--- config.mk ---
export PLATFORM = sky130hd
export DESIGN_NAME = shift_buffer_layer_sequencer_flat
export DESIGN_NICKNAME = d
export VERILOG_FILES = /design/src/rtl/shift_buffer_layer_sequencer_pkg.sv /design/src/rtl/shift_buffer_layer_sequencer_if.sv /design/src/rtl/shift_buffer_layer_sequencer_wrap_counter.sv /design/src/rtl/shift_buffer_layer_sequencer.sv /design/src/flat_wrapper.sv
export SDC_FILE = /design/constraint.sdc
export NUM_CORES = 1
export LEC_CHECK = 0
export CAP_MARGIN = 10
export CORE_AREA = 2 2 146 148
export CTS_CLUSTER_DIAMETER = 120
export CTS_CLUSTER_SIZE = 25
export DETAILED_ROUTE_END_ITERATION = 6
export DIE_AREA = 0 0 148 150
export PLACE_DENSITY_LB_ADDON = 0.2
export SYNTH_ARGS = -nofsm -noshare
export SYNTH_HDL_FRONTEND = slang
export SYNTH_SLANG_ARGS = --single-unit
--- constraint.sdc ---
create_clock -name aclk -period 2.1 [get_ports aclk]
set_input_delay 0.63 -clock aclk [delete_from_list [all_inputs] [get_ports aclk]]
set_output_delay 0.63 -clock aclk [all_outputs]
set_load 0.005 [all_outputs]
--- src/rtl/shift_buffer_layer_sequencer_pkg.sv ---
// rtl/shift_buffer_layer_sequencer_pkg.sv - shared widths, state encoding, config layout and kernel legality check
package shift_buffer_pkg;

    localparam int DATA_WIDTH           = 16;
    localparam int CONV_UNITS           = 8;
    localparam int KERNEL_H_MAX         = 3;
    localparam int CH_IN_COUNTER_WIDTH  = 10;
    localparam int BLOCKS_COUNTER_WIDTH = 10;

    localparam int CFG_W = BLOCKS_COUNTER_WIDTH + CH_IN_COUNTER_WIDTH + KERNEL_H_MAX;
    localparam int ROW_W = DATA_WIDTH * (CONV_UNITS + KERNEL_H_MAX - 1);

    localparam logic [KERNEL_H_MAX-1:0] KH_1_LIMIT = KERNEL_H_MAX'(KERNEL_H_MAX - 1);

    typedef enum logic [1:0] {
        IDLE  = 2'd0,
        RUN   = 2'd1,
        DRAIN = 2'd2
    } seq_state_e;

    // S_CFG tdata layout, kernel_h_1 in the LSBs
    typedef struct packed {
        logic [BLOCKS_COUNTER_WIDTH-1:0] blocks_1;
        logic [CH_IN_COUNTER_WIDTH-1:0]  im_channels_in_1;
        logic [KERNEL_H_MAX-1:0]         kernel_h_1;
    } cfg_t;

    // Only odd kernel heights are supported, i.e. kernel_h-1 even and within range
    function automatic logic kernel_h_legal(input logic [KERNEL_H_MAX-1:0] kh_1);
        return !kh_1[0] && (kh_1 <= KH_1_LIMIT);
    endfunction

endpackage

--- src/rtl/shift_buffer_layer_sequencer_if.sv ---
// rtl/shift_buffer_layer_sequencer_if.sv - stream bundle (tdata/tvalid/tready/tlast) with master, slave and monitor views
interface shift_buffer_layer_sequencer_if #(
    parameter int W = 8
);
    logic [W-1:0] tdata;
    logic         tvalid;
    logic         tready;
    logic         tlast;

    modport master  (output tdata, output tvalid, output tlast, input tready);
    modport slave   (input tdata, input tvalid, input tlast, output tready);
    modport monitor (input tdata, input tvalid, input tready, input tlast);
endinterface

--- src/rtl/shift_buffer_layer_sequencer_wrap_counter.sv ---
// rtl/shift_buffer_layer_sequencer_wrap_counter.sv - enabled up-counter wrapping at a runtime max, sync clear, async reset
// Ports: aclk/aresetn, i_clr (sync clear), i_clken (advance), i_max (wrap value),
//        o_count (current value), o_at_max (count == max)
module shift_seq_wrap_counter #(
    parameter int W = 10
) (
    input  logic         aclk,
    input  logic         aresetn,
    input  logic         i_clr,
    input  logic         i_clken,
    input  logic [W-1:0] i_max,
    output logic [W-1:0] o_count,
    output logic         o_at_max
);
    logic [W-1:0] r_count;

    assign o_count  = r_count;
    assign o_at_max = (r_count == i_max);

    always_ff @(posedge aclk or negedge aresetn) begin
        if (!aresetn) begin
            r_count <= '0;
        end else if (i_clr) begin
            r_count <= '0;
        end else if (i_clken) begin
            r_count <= o_at_max ? '0 : r_count + 1'b1;
        end
    end
endmodule

--- src/rtl/shift_buffer_layer_sequencer.sv ---
// rtl/shift_buffer_layer_sequencer.sv - per-layer sequencer feeding axis_shift_buffer
// Optional feature macro: SHIFT_SEQ_CFG_CHECK_EN (reject even kernel heights, sticky cfg_err)
// Ports: aclk/aresetn; S_CFG (slave, one config beat per layer); S_AXIS (slave, row beats in);
//        M_AXIS (master, row beats to buffer, zero-latency pass-through); OBS (monitor of the
//        buffer output, counts tlasts); kernel_h_1/im_channels_in_1 (stable layer config);
//        layer_done (1-cycle pulse), busy (not idle), cfg_err (sticky illegal config).
import shift_buffer_pkg::*;

module shift_buffer_layer_sequencer (
    input  logic                              aclk,
    input  logic                              aresetn,
    shift_buffer_layer_sequencer_if.slave     S_CFG,
    shift_buffer_layer_sequencer_if.slave     S_AXIS,
    shift_buffer_layer_sequencer_if.master    M_AXIS,
    shift_buffer_layer_sequencer_if.monitor   OBS,
    output logic [KERNEL_H_MAX-1:0]           kernel_h_1,
    output logic [CH_IN_COUNTER_WIDTH-1:0]    im_channels_in_1,
    output logic                              layer_done,
    output logic                              busy,
    output logic                              cfg_err
);
    localparam logic [1:0] ST_IDLE  = IDLE;
    localparam logic [1:0] ST_RUN   = RUN;
    localparam logic [1:0] ST_DRAIN = DRAIN;

    logic [1:0]                      r_state;
    logic [1:0]                      w_next_state;
    logic [KERNEL_H_MAX-1:0]         r_kernel_h_1;
    logic [CH_IN_COUNTER_WIDTH-1:0]  r_ch_in_1;
    logic [BLOCKS_COUNTER_WIDTH-1:0] r_blocks_1;
    logic                            r_layer_done;

    cfg_t w_cfg;
    logic w_cfg_hs, w_cfg_ok, w_run;
    logic w_in_hs, w_tl_hs, w_last_beat, w_final_tl;
    logic w_ch_at_max, w_blk_at_max, w_tl_at_max;
    logic [CH_IN_COUNTER_WIDTH-1:0]  w_ch_cnt;
    logic [BLOCKS_COUNTER_WIDTH-1:0] w_blk_cnt, w_tl_cnt;
    logic w_unused;

    assign w_cfg    = S_CFG.tdata;
    assign w_run    = (r_state == ST_RUN);
    assign w_cfg_hs = S_CFG.tvalid && (r_state == ST_IDLE);

`ifdef SHIFT_SEQ_CFG_CHECK_EN
    assign w_cfg_ok = kernel_h_legal(w_cfg.kernel_h_1);
`else
    assign w_cfg_ok = 1'b1;
`endif

    assign S_CFG.tready  = (r_state == ST_IDLE);
    assign S_AXIS.tready = M_AXIS.tready && w_run;
    assign M_AXIS.tvalid = S_AXIS.tvalid && w_run;
    assign M_AXIS.tdata  = S_AXIS.tdata;
    assign M_AXIS.tlast  = S_AXIS.tlast;

    assign w_in_hs     = S_AXIS.tvalid && M_AXIS.tready && w_run;
    // tlasts from the buffer only belong to this layer once it has started
    assign w_tl_hs     = OBS.tvalid && OBS.tready && OBS.tlast && (r_state != ST_IDLE);
    assign w_last_beat = w_in_hs && w_ch_at_max && w_blk_at_max;
    assign w_final_tl  = w_tl_hs && w_tl_at_max;

    shift_seq_wrap_counter #(.W(CH_IN_COUNTER_WIDTH)) u_ch_cnt (
        .aclk(aclk), .aresetn(aresetn), .i_clr(w_cfg_hs), .i_clken(w_in_hs),
        .i_max(r_ch_in_1), .o_count(w_ch_cnt), .o_at_max(w_ch_at_max)
    );

    shift_seq_wrap_counter #(.W(BLOCKS_COUNTER_WIDTH)) u_blk_cnt (
        .aclk(aclk), .aresetn(aresetn), .i_clr(w_cfg_hs), .i_clken(w_in_hs && w_ch_at_max),
        .i_max(r_blocks_1), .o_count(w_blk_cnt), .o_at_max(w_blk_at_max)
    );

    shift_seq_wrap_counter #(.W(BLOCKS_COUNTER_WIDTH)) u_tl_cnt (
        .aclk(aclk), .aresetn(aresetn), .i_clr(w_cfg_hs), .i_clken(w_tl_hs),
        .i_max(r_blocks_1), .o_count(w_tl_cnt), .o_at_max(w_tl_at_max)
    );

    always_comb begin
        w_next_state = r_state;
        case (r_state)
            ST_IDLE:  if (w_cfg_hs && w_cfg_ok) w_next_state = ST_RUN;
            // The final tlast can land on the same cycle as the last input beat
            ST_RUN:   if (w_last_beat) w_next_state = w_final_tl ? ST_IDLE : ST_DRAIN;
            ST_DRAIN: if (w_final_tl) w_next_state = ST_IDLE;
            default:  w_next_state = ST_IDLE;
        endcase
    end

    always_ff @(posedge aclk or negedge aresetn) begin
        if (!aresetn) begin
            r_state      <= ST_IDLE;
            r_kernel_h_1 <= '0;
            r_ch_in_1    <= '0;
            r_blocks_1   <= '0;
            r_layer_done <= 1'b0;
        end else begin
            r_state      <= w_next_state;
            r_layer_done <= (r_state != ST_IDLE) && (w_next_state == ST_IDLE);
            if (w_cfg_hs && w_cfg_ok) begin
                r_kernel_h_1 <= w_cfg.kernel_h_1;
                r_ch_in_1    <= w_cfg.im_channels_in_1;
                r_blocks_1   <= w_cfg.blocks_1;
            end
        end
    end

`ifdef SHIFT_SEQ_CFG_CHECK_EN
    logic r_cfg_err;
    always_ff @(posedge aclk or negedge aresetn) begin
        if (!aresetn) begin
            r_cfg_err <= 1'b0;
        end else if (w_cfg_hs && !w_cfg_ok) begin
            r_cfg_err <= 1'b1;
        end
    end
    assign cfg_err = r_cfg_err;
`else
    assign cfg_err = 1'b0;
`endif

    assign kernel_h_1       = r_kernel_h_1;
    assign im_channels_in_1 = r_ch_in_1;
    assign layer_done       = r_layer_done;
    assign busy             = (r_state != ST_IDLE);

    assign w_unused = ^{S_CFG.tlast, OBS.tdata, w_ch_cnt, w_blk_cnt, w_tl_cnt};
endmodule

--- src/flat_wrapper.sv ---
// flat-port wrapper written by rule: the top's interface ports become plain ports
module shift_buffer_layer_sequencer_flat 
  (aclk, aresetn, kernel_h_1, im_channels_in_1, layer_done, busy, cfg_err, S_CFG_tdata, S_CFG_tvalid, S_CFG_tlast, S_CFG_tready, S_AXIS_tdata, S_AXIS_tvalid, S_AXIS_tlast, S_AXIS_tready, M_AXIS_tdata, M_AXIS_tvalid, M_AXIS_tlast, M_AXIS_tready, OBS_tdata, OBS_tvalid, OBS_tready, OBS_tlast);
  shift_buffer_layer_sequencer_if #(.W(CFG_W)) S_CFG_i ();
  shift_buffer_layer_sequencer_if #(.W(ROW_W)) S_AXIS_i ();
  shift_buffer_layer_sequencer_if #(.W(ROW_W)) M_AXIS_i ();
  shift_buffer_layer_sequencer_if #(.W(1)) OBS_i ();
  input  logic aclk;
  input  logic aresetn;
  output logic [KERNEL_H_MAX-1:0] kernel_h_1;
  output logic [CH_IN_COUNTER_WIDTH-1:0] im_channels_in_1;
  output logic layer_done;
  output logic busy;
  output logic cfg_err;
  input wire logic [$bits(S_CFG_i.tdata)-1:0] S_CFG_tdata;
  input wire logic [$bits(S_CFG_i.tvalid)-1:0] S_CFG_tvalid;
  input wire logic [$bits(S_CFG_i.tlast)-1:0] S_CFG_tlast;
  output wire logic [$bits(S_CFG_i.tready)-1:0] S_CFG_tready;
  input wire logic [$bits(S_AXIS_i.tdata)-1:0] S_AXIS_tdata;
  input wire logic [$bits(S_AXIS_i.tvalid)-1:0] S_AXIS_tvalid;
  input wire logic [$bits(S_AXIS_i.tlast)-1:0] S_AXIS_tlast;
  output wire logic [$bits(S_AXIS_i.tready)-1:0] S_AXIS_tready;
  output wire logic [$bits(M_AXIS_i.tdata)-1:0] M_AXIS_tdata;
  output wire logic [$bits(M_AXIS_i.tvalid)-1:0] M_AXIS_tvalid;
  output wire logic [$bits(M_AXIS_i.tlast)-1:0] M_AXIS_tlast;
  input wire logic [$bits(M_AXIS_i.tready)-1:0] M_AXIS_tready;
  input wire logic [$bits(OBS_i.tdata)-1:0] OBS_tdata;
  input wire logic [$bits(OBS_i.tvalid)-1:0] OBS_tvalid;
  input wire logic [$bits(OBS_i.tready)-1:0] OBS_tready;
  input wire logic [$bits(OBS_i.tlast)-1:0] OBS_tlast;
  assign S_CFG_i.tdata = S_CFG_tdata;
  assign S_CFG_i.tvalid = S_CFG_tvalid;
  assign S_CFG_i.tlast = S_CFG_tlast;
  assign S_CFG_tready = S_CFG_i.tready;
  assign S_AXIS_i.tdata = S_AXIS_tdata;
  assign S_AXIS_i.tvalid = S_AXIS_tvalid;
  assign S_AXIS_i.tlast = S_AXIS_tlast;
  assign S_AXIS_tready = S_AXIS_i.tready;
  assign M_AXIS_tdata = M_AXIS_i.tdata;
  assign M_AXIS_tvalid = M_AXIS_i.tvalid;
  assign M_AXIS_tlast = M_AXIS_i.tlast;
  assign M_AXIS_i.tready = M_AXIS_tready;
  assign OBS_i.tdata = OBS_tdata;
  assign OBS_i.tvalid = OBS_tvalid;
  assign OBS_i.tready = OBS_tready;
  assign OBS_i.tlast = OBS_tlast;
  shift_buffer_layer_sequencer u_core (.aclk(aclk), .aresetn(aresetn), .S_CFG(S_CFG_i), .S_AXIS(S_AXIS_i), .M_AXIS(M_AXIS_i), .OBS(OBS_i), .kernel_h_1(kernel_h_1), .im_channels_in_1(im_channels_in_1), .layer_done(layer_done), .busy(busy), .cfg_err(cfg_err));
endmodule
==> Word-level counts from Yosys, hierarchy flattened <==
Index checks and enable logic that the tools add are counted.
Widths: inputs -> output; s select.
{ "classes": {"eq_ne": 5, "addsub": 3, "reduce_logical": 18, "mux": 14} }
{ "ops": {"columns": ["cell", "n"], "rows": [
  ["$mux 10", 9],
  ["$add 10x1->10 const B", 3],
  ["$eq 10x10->1", 3],
  ["$logic_and 1x1->1", 12],
  ["$mux 2", 4],
  ["$reduce_bool 2->1", 4],
  ["$pmux 2 s3", 1],
  ["$logic_not 2->1", 2],
  ["$eq 2x1->1 const B", 1],
  ["$eq 2x2->1 const B", 1]
]} }
{ "totals": {"output_inout_bits": 180, "word_cells": 48, "ff_bits": 56} }

==> Depth between registers and ports, before layout <==
Gate-level depths: netlist of run 1.
{ "logic_depth": {"depth_word": 9, "mapped_depth": 7} }

==> Hierarchy <==
Synthesis of run 1 repeated with hierarchy kept, for this count alone.
{ "unflattened": {"cells_unflattened": 457, "hier_area_um2": 4689.5} }
{ "modules_own_cells": {"columns": ["module", "area_each_um2", "instances", "cells_each"], "rows": [
  ["shift_buffer_layer_sequencer", 2369.8, 1, 232],
  ["shift_seq_wrap_counter", 773.2, 3, 75]
]} }

==> Worst setup path after synthesis of run 1 <==
Ideal clock, no wire load.
{ "synth_path": {"path_type": "input-to-reg", "startpoint": "input S_CFG_tvalid", "endpoint": "register u_core.u_tl_cnt.r_count[9], in the netlist u_core.u_tl_cnt.o_count[9]", "cell_stages": 7, "path_slack_ps": 100, "n_path_buf": 2, "arrival_time_ps": 1877, "cell_sequence": "or3b_1 > buf_2 > and2_1 > buf_6 > nor4b_2 > xnor2_1 > nor2_1"} }
{ "synth_via": {"elab_chain_len": 2} }
{ "synth_lines": {"columns": ["element", "line_no", "source"], "rows": [
  ["start: declaration", "flat_wrapper.sv:16", "input wire logic [$bits(S_CFG_i.tvalid)-1:0] S_CFG_tvalid;"],
  ["$logic_and 1x1->1 *", "shift_buffer_layer_sequencer.sv:43", "assign w_cfg_hs = S_CFG.tvalid && (r_state == ST_IDLE);"],
  ["$mux 10 or $reduce_bool 2->1 (tied branches)", null, null],
  ["end signal: assignment", "shift_buffer_layer_sequencer_wrap_counter.sv:26", "r_count <= o_at_max ? '0 : r_count + 1'b1;"],
  ["end: declaration", "shift_buffer_layer_sequencer_wrap_counter.sv:15", "logic [W-1:0] r_count;"]
]} }
Every way passes the cells marked *; elsewhere a longest branch is shown, timed or not.
A chain may end at the register's enable or synchronous reset.

==> Worst setup path in the final report of run 1 <==
{ "layout_path": {"startpoint": "register u_core.u_ch_cnt.r_count[6], in the netlist u_core.u_ch_cnt.o_count[6]", "endpoint": "register u_core.u_blk_cnt.r_count[7], in the netlist u_core.u_blk_cnt.o_count[7]"} }
{ "layout_via": {"elab_chain_len": 3} }
{ "layout_lines": {"columns": ["element", "line_no", "source"], "rows": [
  ["start: declaration", "shift_buffer_layer_sequencer_wrap_counter.sv:15", null],
  ["start signal: assignment", "shift_buffer_layer_sequencer_wrap_counter.sv:26", null],
  ["$eq 10x10->1", "shift_buffer_layer_sequencer_wrap_counter.sv:18", "assign o_at_max = (r_count == i_max);"],
  ["$logic_and 1x1->1", "shift_buffer_layer_sequencer.sv:69", ".aclk(aclk), .aresetn(aresetn), .i_clr(w_cfg_hs), .i_clken(w_in_hs && w_ch_at_max),"],
  ["$reduce_bool 2->1 (no line)", null, null],
  ["end signal: assignment", "shift_buffer_layer_sequencer_wrap_counter.sv:26", null],
  ["end: declaration", "shift_buffer_layer_sequencer_wrap_counter.sv:15", null]
]} }
No other way between the ends.

==> reports/results.ini, run 1 <==
[outcome]
outcome = completed

[pwr]
irDropWorstVdd_mv = 0.3377
switching_share_pct = 35.98
switchingPower_uw = 1435
combinationalPowerShare_pct = 38.1
power.density_nw_per_um2 = 914.5
pwr-share-clk_pct = 21.2
p_total_uw = 3988
p_seq_share_pct = 40.7
p_leak_uw = 0.001948
p_int_uw = 2553

[synth]
ys.flop_type = dfrtp_1
synth_edf_count = 0
async_flop_share_pct = 100.0
synth_most_common_cell = buf_4
synth.distinct_cells = 50
synthCells = 506
post-synth-top-area-cell = dfrtp_1
synth_top_area_share_pct = 32.62
avgSynthCellArea_um2 = 8.491
syn_nets = 703
synth_area_leaders = dfrtp_1 33%, buf_4 28%, nand2_1 8.2%
synthTopCellsByCount = 162 x buf_4, 94 x nand2_1, 56 x dfrtp_1
synth-seq-area-share_pct = 32.62
yosys_warnings = 0
syn_area_um2 = 4297
ys_ff_latch = 56

[critical_path]
crit_top_cell = buf_4
path_cells = xor2_2, nor4_4, buf_4, buf_4, nand4_1, or4_1, a21oi_1
critPathCaptureType = flip-flop
reg2reg_setup_slack_ns = 0.05
worst_ep_arrival_time_ns = 2.27
cpPeakStageDelay_ns = 0.50
required_ns = 2.32
cpMaxStageDelayCell = or4_1
crit_fanout = 3
worst_r2r_endpoint = u_core.u_blk_cnt.o_count[7]
rr_startpoint = u_core.u_ch_cnt.o_count[6]
crit_type = reg2reg
startpoint_type = flip-flop
r2r_cells = 7

[global_route]
grt_overflow = 0
grt_max_degree = 57
grt_pass1_vias = 3081
grt_pass1_wl_um = 17190
grt_usage_pct = 9.972
antenna_found_initial = 0

[timing]
setup_viol = 0
final.period_utilization_pct = 97.59
layout_setup_ws_ns = 0.05051
finClkSkew_ns = 0.009249
finalMaxSlewViolations = 0
fmax_mhz = 487.9
rsz0062_at_grt = true
period_needed_ns = 2.049
finalHoldViolCount = 0

[floorplanning]
dieWidth_um = 148
start_util_pct = 20.77
die_y_um = 150
io_pins = 374
die_area_um2 = 22200
core_um2 = 20690
fp-row-count = 53

[layout]
nets = 631
post-route-util_pct = 21.08
final_layout_size_suffix_gt1_share_pct = 16.59
multiInputGateArea_um2 = 1628
fillCellCount = 2301
diodes = 0
regArea_um2 = 1404
final_cell_area_um2 = 4360
area_growth_syn_to_layout_pct = 1.485

[detailed_routing]
wl_met1_um = 4372
drc = 0
routed.top_layer = met4
wl_um = 11020
drtPass1Iterations = 4
route.vias.total = 2942
first_iter_violations = 57
dr_wl_met3_um = 774
via_per_inst = 4.150
dr_wl_met2_um = 4991
wire_per_inst_um = 15.54
drtAntennaViolNets = 0

[flow_run]
timing.max_cap.violations = 0

[placed_design]
io_buffers = 48
dpl-instance-area_um2 = 4158
place_ws_ns = -0.4581
place_congestion = 0.7256
place_hpwl_um = 8347

[clock_tree]
cts_root_buffer = clkbuf_16
clk_pin_slew_worst_paths_ns = 0.08
cts_inserted_buffers = 5
cts_tree = yes
clock_sinks = 56
clk_latency_ns = 0.30
ctsHtreeMaxLevel = 2
cts_max_path_buffers = 2

[worst_hold_path]
hp-class = in2async

[sequential cells by signal, summed over array words and instances, names as in the netlist]
name,cells
u_core.im_channels_in_1,10
u_core.kernel_h_1,3
u_core.layer_done,1
u_core.r_blocks_1,10
u_core.r_state,2
u_core.u_blk_cnt.o_count,10
u_core.u_ch_cnt.o_count,10
u_core.u_tl_cnt.o_count,10
[cells in the final DEF, fill, tap and decap left out, drive strengths merged, types with 3 or more instances in the layout]
| master | n |
|---|---|
| xor2 | 32 |
| clkbuf | 5 |
| nor3 | 7 |
| xnor2 | 8 |
| nand4 | 12 |
| or3 | 4 |
| or2 | 3 |
| inv | 7 |
| ha | 3 |
| a31oi | 5 |
| and2 | 3 |
| buf | 46 |
| nand2 | 94 |
| dlygate4sd2 | 7 |
| o31ai | 3 |
| nand3 | 18 |
| or4 | 4 |
| nor4 | 8 |
| and3 | 3 |
| dfrtp | 56 |
| o21ai | 9 |
| nor2 | 16 |
| a21oi | 15 |
| clkdlybuf4s50 | 40 |
[how the worst max path moves through the flow]
| stage | startpoint | end | slack (ns) | cells after the start |
|---|---|---|---|---|
| after CTS | u_core.im_channels_in_1[2] | u_core.u_blk_cnt.o_count[6] | 0.06 | 6 |
| after global routing | u_core.u_ch_cnt.o_count[6] | u_core.u_blk_cnt.o_count[7] | -0.01 | 7 |
| after floorplan | S_CFG_tvalid | u_core.u_tl_cnt.o_count[9] | 0.1 | 7 |
| after detailed placement | S_CFG_tvalid | u_core.u_blk_cnt.o_count[0] | -0.46 | 8 |
| after global placement | M_AXIS_tready | u_core.u_blk_cnt.o_count[9] | -0.45 | 6 |
| final | u_core.u_ch_cnt.o_count[6] | u_core.u_blk_cnt.o_count[7] | 0.05 | 7 |
[per-layer routing]
metal / track usage, % / vias to the layer above
met5: 0 / -
met4: 7.524 / 0
met3: 2.805 / 94
met2: 16.13 / 118
met1: 11.17 / 1364
li1: - / 1366
[critical path: cells and delay by family (launching register included)]
family          cells  cell delay, ns
compound gates      1            0.15
xor+xnor            1            0.21
buf+inv             2            0.24
flops               1            0.44
simple gates        3            0.94
[kinds of logic after synthesis]
| kind of cell | share of synthesized area [%] |
|---|---|
| flops | 32.61 |
| fa+ha+maj | 0.8737 |
| buf+inv | 30.02 |
| other cells | 0.08728 |
| compound gates | 6.494 |
| xor+xnor | 8.503 |
| mux | 0.2330 |
| simple gates | 21.17 |
[area by class of cell]
type	count	share of cell area (%)
multi-input cells	271	37.33
inverters	7	0.6026
repair buffers	93	18.82
clock buffers	5	2.869
clock inverters	2	0.2869
flip-flops and latches	56	32.20
well taps	275	7.891
[repair_timing]
item	in CTS	in global routing
resized for setup	10	4
setup endpoints to repair	17	1
hold buffers	0	0
buffers inserted	2	4
cloned	0	0
pin swaps	4	5
[power groups by stage]
| stage | registers [µW] | logic (µW) | clock network [µW] |
|---|---|---|---|
| after floorplan | 1600 | 1040 | 0 |
| final | 1620 | 1520 | 847 |
| after detailed placement | 1660 | 1490 | 0 |
| after CTS | 1630 | 1510 | 884 |
| after global placement | 1660 | 1480 | 0 |
| after global routing | 1670 | 1700 | 933 |
[stage by stage]
stage	instances	TNS, ns	hold slack [ns]
floorplan	506	0	0.3344
global placement	696	-8.377	0.4629
detailed placement	696	-9.365	0.4654
CTS	705	0	0.3403
global route	709	-0.02159	0.3219
finish	709	0	0.3033
(Power assumes the default switching activity.)
==> inputs of run 2 (changes only) <==
- CORE_AREA: 2 2 146 148 -> 2 2 144 146
- CTS_BUF_LIST: not set -> sky130_fd_sc_hd__clkbuf_4 sky130_fd_sc_hd__clkbuf_8
- DIE_AREA: 0 0 148 150 -> 0 0 146 148
==> run 2 against run 1 <==
Net effect:
- non-clock buffer count down 7
- power down 5.5%
- wire length up 8.9%
- sequential share of layout area increased by 0.54 points
- clock skew hardly changed
- core utilization grew 0.35 points
- critical path depth down 5
- combinational power about the same
- clock power fell by 27%
- cell area fell by 1.5%
- critical endpoint is now im_channels_in_1[3]
- largest cell class unchanged
- largest power group unchanged
- highest routed layer unchanged
==> reports/results.ini, run 2 (same netlist as run 1, synthesis figures left out) <==
[layout]
fillCellCount = 2261
finalNonFillerCells = 697
regArea_um2 = 1405
nets = 624
mostFrequentLayoutCells = 94 x nand2_1, 53 x dfrtp_1, 39 x clkdlybuf4s50_1
multiInputGateArea_um2 = 1667
area_growth_syn_to_layout_pct = -0.08730
final_common_cell = nand2_1
final_layout_size_suffix_gt1_share_pct = 16.39
post-route-util_pct = 21.42
diodes = 0

[floorplanning]
die_area_um2 = 21610
io_pins = 374
dieWidth_um = 146
core_um2 = 20040
die_y_um = 148
fp-row-count = 52
start_util_pct = 21.44

[placed_design]
place_ws_ns = -0.4994
place_hpwl_um = 9243
io_buffers = 48
dpl.cell_count = 682
place_congestion = 0.7783

[clock_tree]
ctsHtreeMaxLevel = 2
clk_pin_slew_worst_paths_ns = 0.11
clock_sinks = 56
ctsHoldBuffers = 0
clk_latency_ns = 0.33
cts_tree = yes
cts_inserted_buffers = 5
cts_max_path_buffers = 2
cts_root_buffer = clkbuf_8

[timing]
fmax_mhz = 494.8
max_slew_margin_pct = 62.10
worstMarginPinSlew_ns = 0.5633
layout_setup_ws_ns = 0.07908
setup_viol = 0
rsz0062_at_grt = true
finalHoldViolCount = 0
finalMaxSlewViolations = 0
period_needed_ns = 2.021
final.period_utilization_pct = 96.23
finClkSkew_ns = 0.009556

[detailed_routing]
wire_per_inst_um = 17.23
wl_um = 12010
first_iter_violations = 124
via_per_inst = 4.171
route.vias.total = 2907
drtAntennaViolNets = 0
drtPass1Iterations = 4
drc = 0

[critical_path]
startpoint_type = flip-flop
rr_startpoint = u_core.im_channels_in_1[6]
critPathCaptureType = output port
crit_fanout = 3
worst_ep_arrival_time_ns = 1.39
crit_start = u_core.im_channels_in_1[3]
required_ns = 1.47
crit_type = reg2out

[pwr]
power.density_nw_per_um2 = 877.5
irDropWorstVdd_mv = 0.3174
p_total_uw = 3767
p_leak_uw = 0.001914

[global_route]
antenna_found_initial = 0
grt_overflow = 0
grt_pass1_vias = 2994
grt_max_degree = 57
grt_pass1_wl_um = 18110
grt_usage_pct = 10.88

[flow_run]
timing.max_cap.violations = 0

[outcome]
outcome = completed

[worst_hold_path]
hp-class = in2async

==> run 2: cell types whose count changed in the layout (fill, tap and decap cells not counted), moves of 2 or more <==
cell,before,now
a21oi_1,13,11
a21oi_2,2,4
buf_4,43,37
clkbuf_16,5,0
clkbuf_8,0,5
dlygate4sd2_1,7,4
dlymetal6s2s_1,0,3
==> run 2: what timing repair did <==
| item | in CTS | in global routing |
|---|---|---|
| pin swaps | 1 | 10 |
| resized for setup | 10 | 14 |
| buffers inserted | 2 | 6 |
| endpoints found under the setup margin | 10 | 21 |
| cloned | 0 | 0 |
==> run 2: layout make-up <==
cell class                 count  share of cell area [%]
multi-input combinational    271                   38.82
inverter                       7                  0.6121
tap                          270                   7.869
timing repair buffer          86                   18.07
sequential                    56                   32.73
clock buffer                   5                   1.603
clock inverter                 2                  0.2915
==> run 2: per-stage QoR <==
step	TNS [ns]	hold slack (ns)	area (µm²)
after CTS	-0.07619	0.2911	4198
final	0	0.2805	4293
after floorplan	0	0.3344	4297
after global routing	-0.04107	0.2879	4293
after global placement	-8.224	0.4643	4084
after detailed placement	-8.788	0.4702	4084
==> run 2: routing by layer <==
metal	global-route usage (%)	part of all wire, %
met1	11.97	39
met5	0	0
met3	3.148	6.8
met2	18.94	49
met4	6.019	4.8
==> run 2: worst paths after layout <==
kind	slack [ns]	cells past startpoint	to
setup / recovery	0.08	2	im_channels_in_1[3]
hold / removal	0.28	2	u_core.im_channels_in_1[6]
setup reg to reg	0.09	6	u_core.u_blk_cnt.o_count[0]
hold reg to reg	0.49	2	u_core.kernel_h_1[0]
max in group asynchronous	1.51	2	u_core.r_state[0]
min in group aclk	0.49	2	u_core.kernel_h_1[0]
==> run 2: power by group <==
part	switching [µW]	leakage [µW]	internal, µW	total, µW
Sequential	328	0.000710	1330	1650
Combinational	717	0.00116	776	1490
Clock	391	0.0000400	228	619
Total	1440	0.00191	2330	3770
==> run 2: critical path, stage by stage (launching register included) <==
cell and delay [ns]:
dfrtp_1 0.43, buf_4 0.14, clkdlybuf4s50_1 0.49
==> inputs of run 3 (changes only) <==
- SKIP_LAST_GASP: not set -> 1
==> run 3 against run 2 <==
Net effect:
- sequential share of layout area grew 0.096 points
- clock power is essentially flat
- core utilization shrank 0.062 points
- worst setup slack is essentially flat
- worst hold slack lost 0.0014 ns
- register-to-register slack is essentially flat
- clock-buffer cell count is the same
- power shrank 0.12%
- cell area shrank 0.29%
- clock skew shrank 0.00097 ns
- global-route usage is the same
- die area is the same
- critical path type unchanged
- critical endpoint unchanged
- highest routed layer unchanged
==> reports/results.ini, run 3 (same netlist as run 1, synthesis figures left out) <==
[outcome]
outcome = completed

[placed_design]
dpl-instance-area_um2 = 4084
place_hpwl_um = 9243
place_congestion = 0.7783
place_ws_ns = -0.4994
io_buffers = 48

[layout]
post-route-util_pct = 21.36
final_common_cell = nand2_1
area_growth_syn_to_layout_pct = -0.3785
mostFrequentLayoutCells = 94 x nand2_1, 53 x dfrtp_1, 39 x clkdlybuf4s50_1
nets = 623
final_layout_size_suffix_gt1_share_pct = 15.96
final_cell_area_um2 = 4280
diodes = 0

[floorplanning]
start_util_pct = 21.44
die_area_um2 = 21610
core_um2 = 20040
fp-row-count = 52
dieWidth_um = 146
die_y_um = 148
io_pins = 374

[critical_path]
crit_type = reg2out
crit_fanout = 3
rr_startpoint = u_core.im_channels_in_1[6]
path_cells = buf_4, clkdlybuf4s50_1
critPathCaptureType = output port
required_ns = 1.47
cpPeakStageDelay_ns = 0.49
r2r_cells = 6
startpoint_type = flip-flop
reg2reg_setup_slack_ns = 0.09
cpMaxStageDelayCell = clkdlybuf4s50_1
worst_ep_arrival_time_ns = 1.39
worst_r2r_endpoint = u_core.u_blk_cnt.o_count[4]

[timing]
setup_tns_ns = 0
max_slew_margin_pct = 62.10
final.period_utilization_pct = 96.23
finalHoldViolCount = 0
layout_setup_ws_ns = 0.07924
worstMarginPinSlew_ns = 0.5633
period_needed_ns = 2.021
setup_viol = 0
finalMaxSlewViolations = 0
timing.hold.ws_ns = 0.2791
rsz0062_at_grt = true
fmax_mhz = 494.9
finClkSkew_ns = 0.008587

[detailed_routing]
wl_um = 11990
drtAntennaViolNets = 0
first_iter_violations = 133
drtPass1Iterations = 4
drc = 0
route.vias.total = 2924
via_per_inst = 4.201
wire_per_inst_um = 17.23

[pwr]
switchingPower_uw = 1434
p_leak_uw = 0.001910
switching_share_pct = 38.11
pwr-share-clk_pct = 16.5
power.density_nw_per_um2 = 879.1
combinationalPowerShare_pct = 39.6
p_int_uw = 2329
p_seq_share_pct = 43.9
irDropWorstVdd_mv = 0.3174

[clock_tree]
clk_pin_slew_worst_paths_ns = 0.11
clk_latency_ns = 0.33
cts_inserted_buffers = 5
ctsHtreeMaxLevel = 2
cts_max_path_buffers = 2
cts_root_buffer = clkbuf_8
cts_tree = yes
clock_sinks = 56
ctsHoldBuffers = 0

[global_route]
grt_pass1_wl_um = 18110
grt_overflow = 0
grt_usage_pct = 10.88
antenna_found_initial = 0
grt_max_degree = 57
grt_pass1_vias = 2994

[flow_run]
timing.max_cap.violations = 0

[worst_hold_path]
hp-class = in2async

==> run 3: layout make-up <==
| cell class | instances | area (µm²) |
|---|---|---|
| Sequential cell | 56 | 1405 |
| Clock buffer | 5 | 68.82 |
| Clock inverter | 2 | 12.51 |
| Tap cell | 270 | 337.8 |
| Inverter | 7 | 26.28 |
| Multi-Input combinational cell | 271 | 1663 |
| Fill cell | 2262 | 15760 |
| Timing Repair Buffer | 85 | 767.0 |
==> run 3: repair_timing <==
item / in CTS / in global routing
gates cloned: 0 / 0
hold endpoints to repair: 0 / 0
endpoints found under the setup margin: 10 / 21
pin swaps: 1 / 9
gates resized for setup: 9 / 12
buffers inserted: 2 / 5
==> run 3: through the flow <==
stage / power [µW] / std cells
4_1_cts: 3792 / 691
6_report: 3763 / 696
3_3_place_gp: 3106 / 682
2_1_floorplan: 2633 / 506
5_1_grt: 4073 / 696
3_5_place_dp: 3125 / 682
==> run 3: how the worst max path moves through the flow <==
| stage | to | slack (ns) | startpoint |
|---|---|---|---|
| final | im_channels_in_1[3] | 0.08 | u_core.im_channels_in_1[3] |
| after global routing | u_core.u_blk_cnt.o_count[4] | -0.03 | u_core.im_channels_in_1[6] |
| after CTS | M_AXIS_tvalid | -0.08 | S_AXIS_tvalid |
| after detailed placement | u_core.u_blk_cnt.o_count[4] | -0.50 | S_CFG_tvalid |
| after global placement | u_core.u_blk_cnt.o_count[4] | -0.45 | S_CFG_tvalid |
| after floorplan | u_core.u_tl_cnt.o_count[9] | 0.1 | S_CFG_tvalid |
==> run 3: power groups by stage <==
| stage | combinational, µW | clock, µW | sequential [µW] |
|---|---|---|---|
| 2_1_floorplan | 1040 | 0 | 1600 |
| 3_3_place_gp | 1420 | 0 | 1690 |
| 3_5_place_dp | 1440 | 0 | 1690 |
| 4_1_cts | 1460 | 663 | 1670 |
| 5_1_grt | 1670 | 698 | 1710 |
| 6_report | 1490 | 620 | 1650 |
==> run 3: routing by layer <==
metal / track usage (%) / up-vias / share of wire (%)
li1: - / 1342 / -
met5: 0 / - / 0
met1: 11.97 / 1377 / 39
met2: 18.94 / 131 / 50
met3: 3.148 / 74 / 7.0
met4: 6.019 / 0 / 4.8
==> run 3: worst max-delay path, delay by kind of cell, from the launching register on <==
family	cells	cell delay (ns)
buffers and inverters	2	0.63
flip-flops	1	0.43
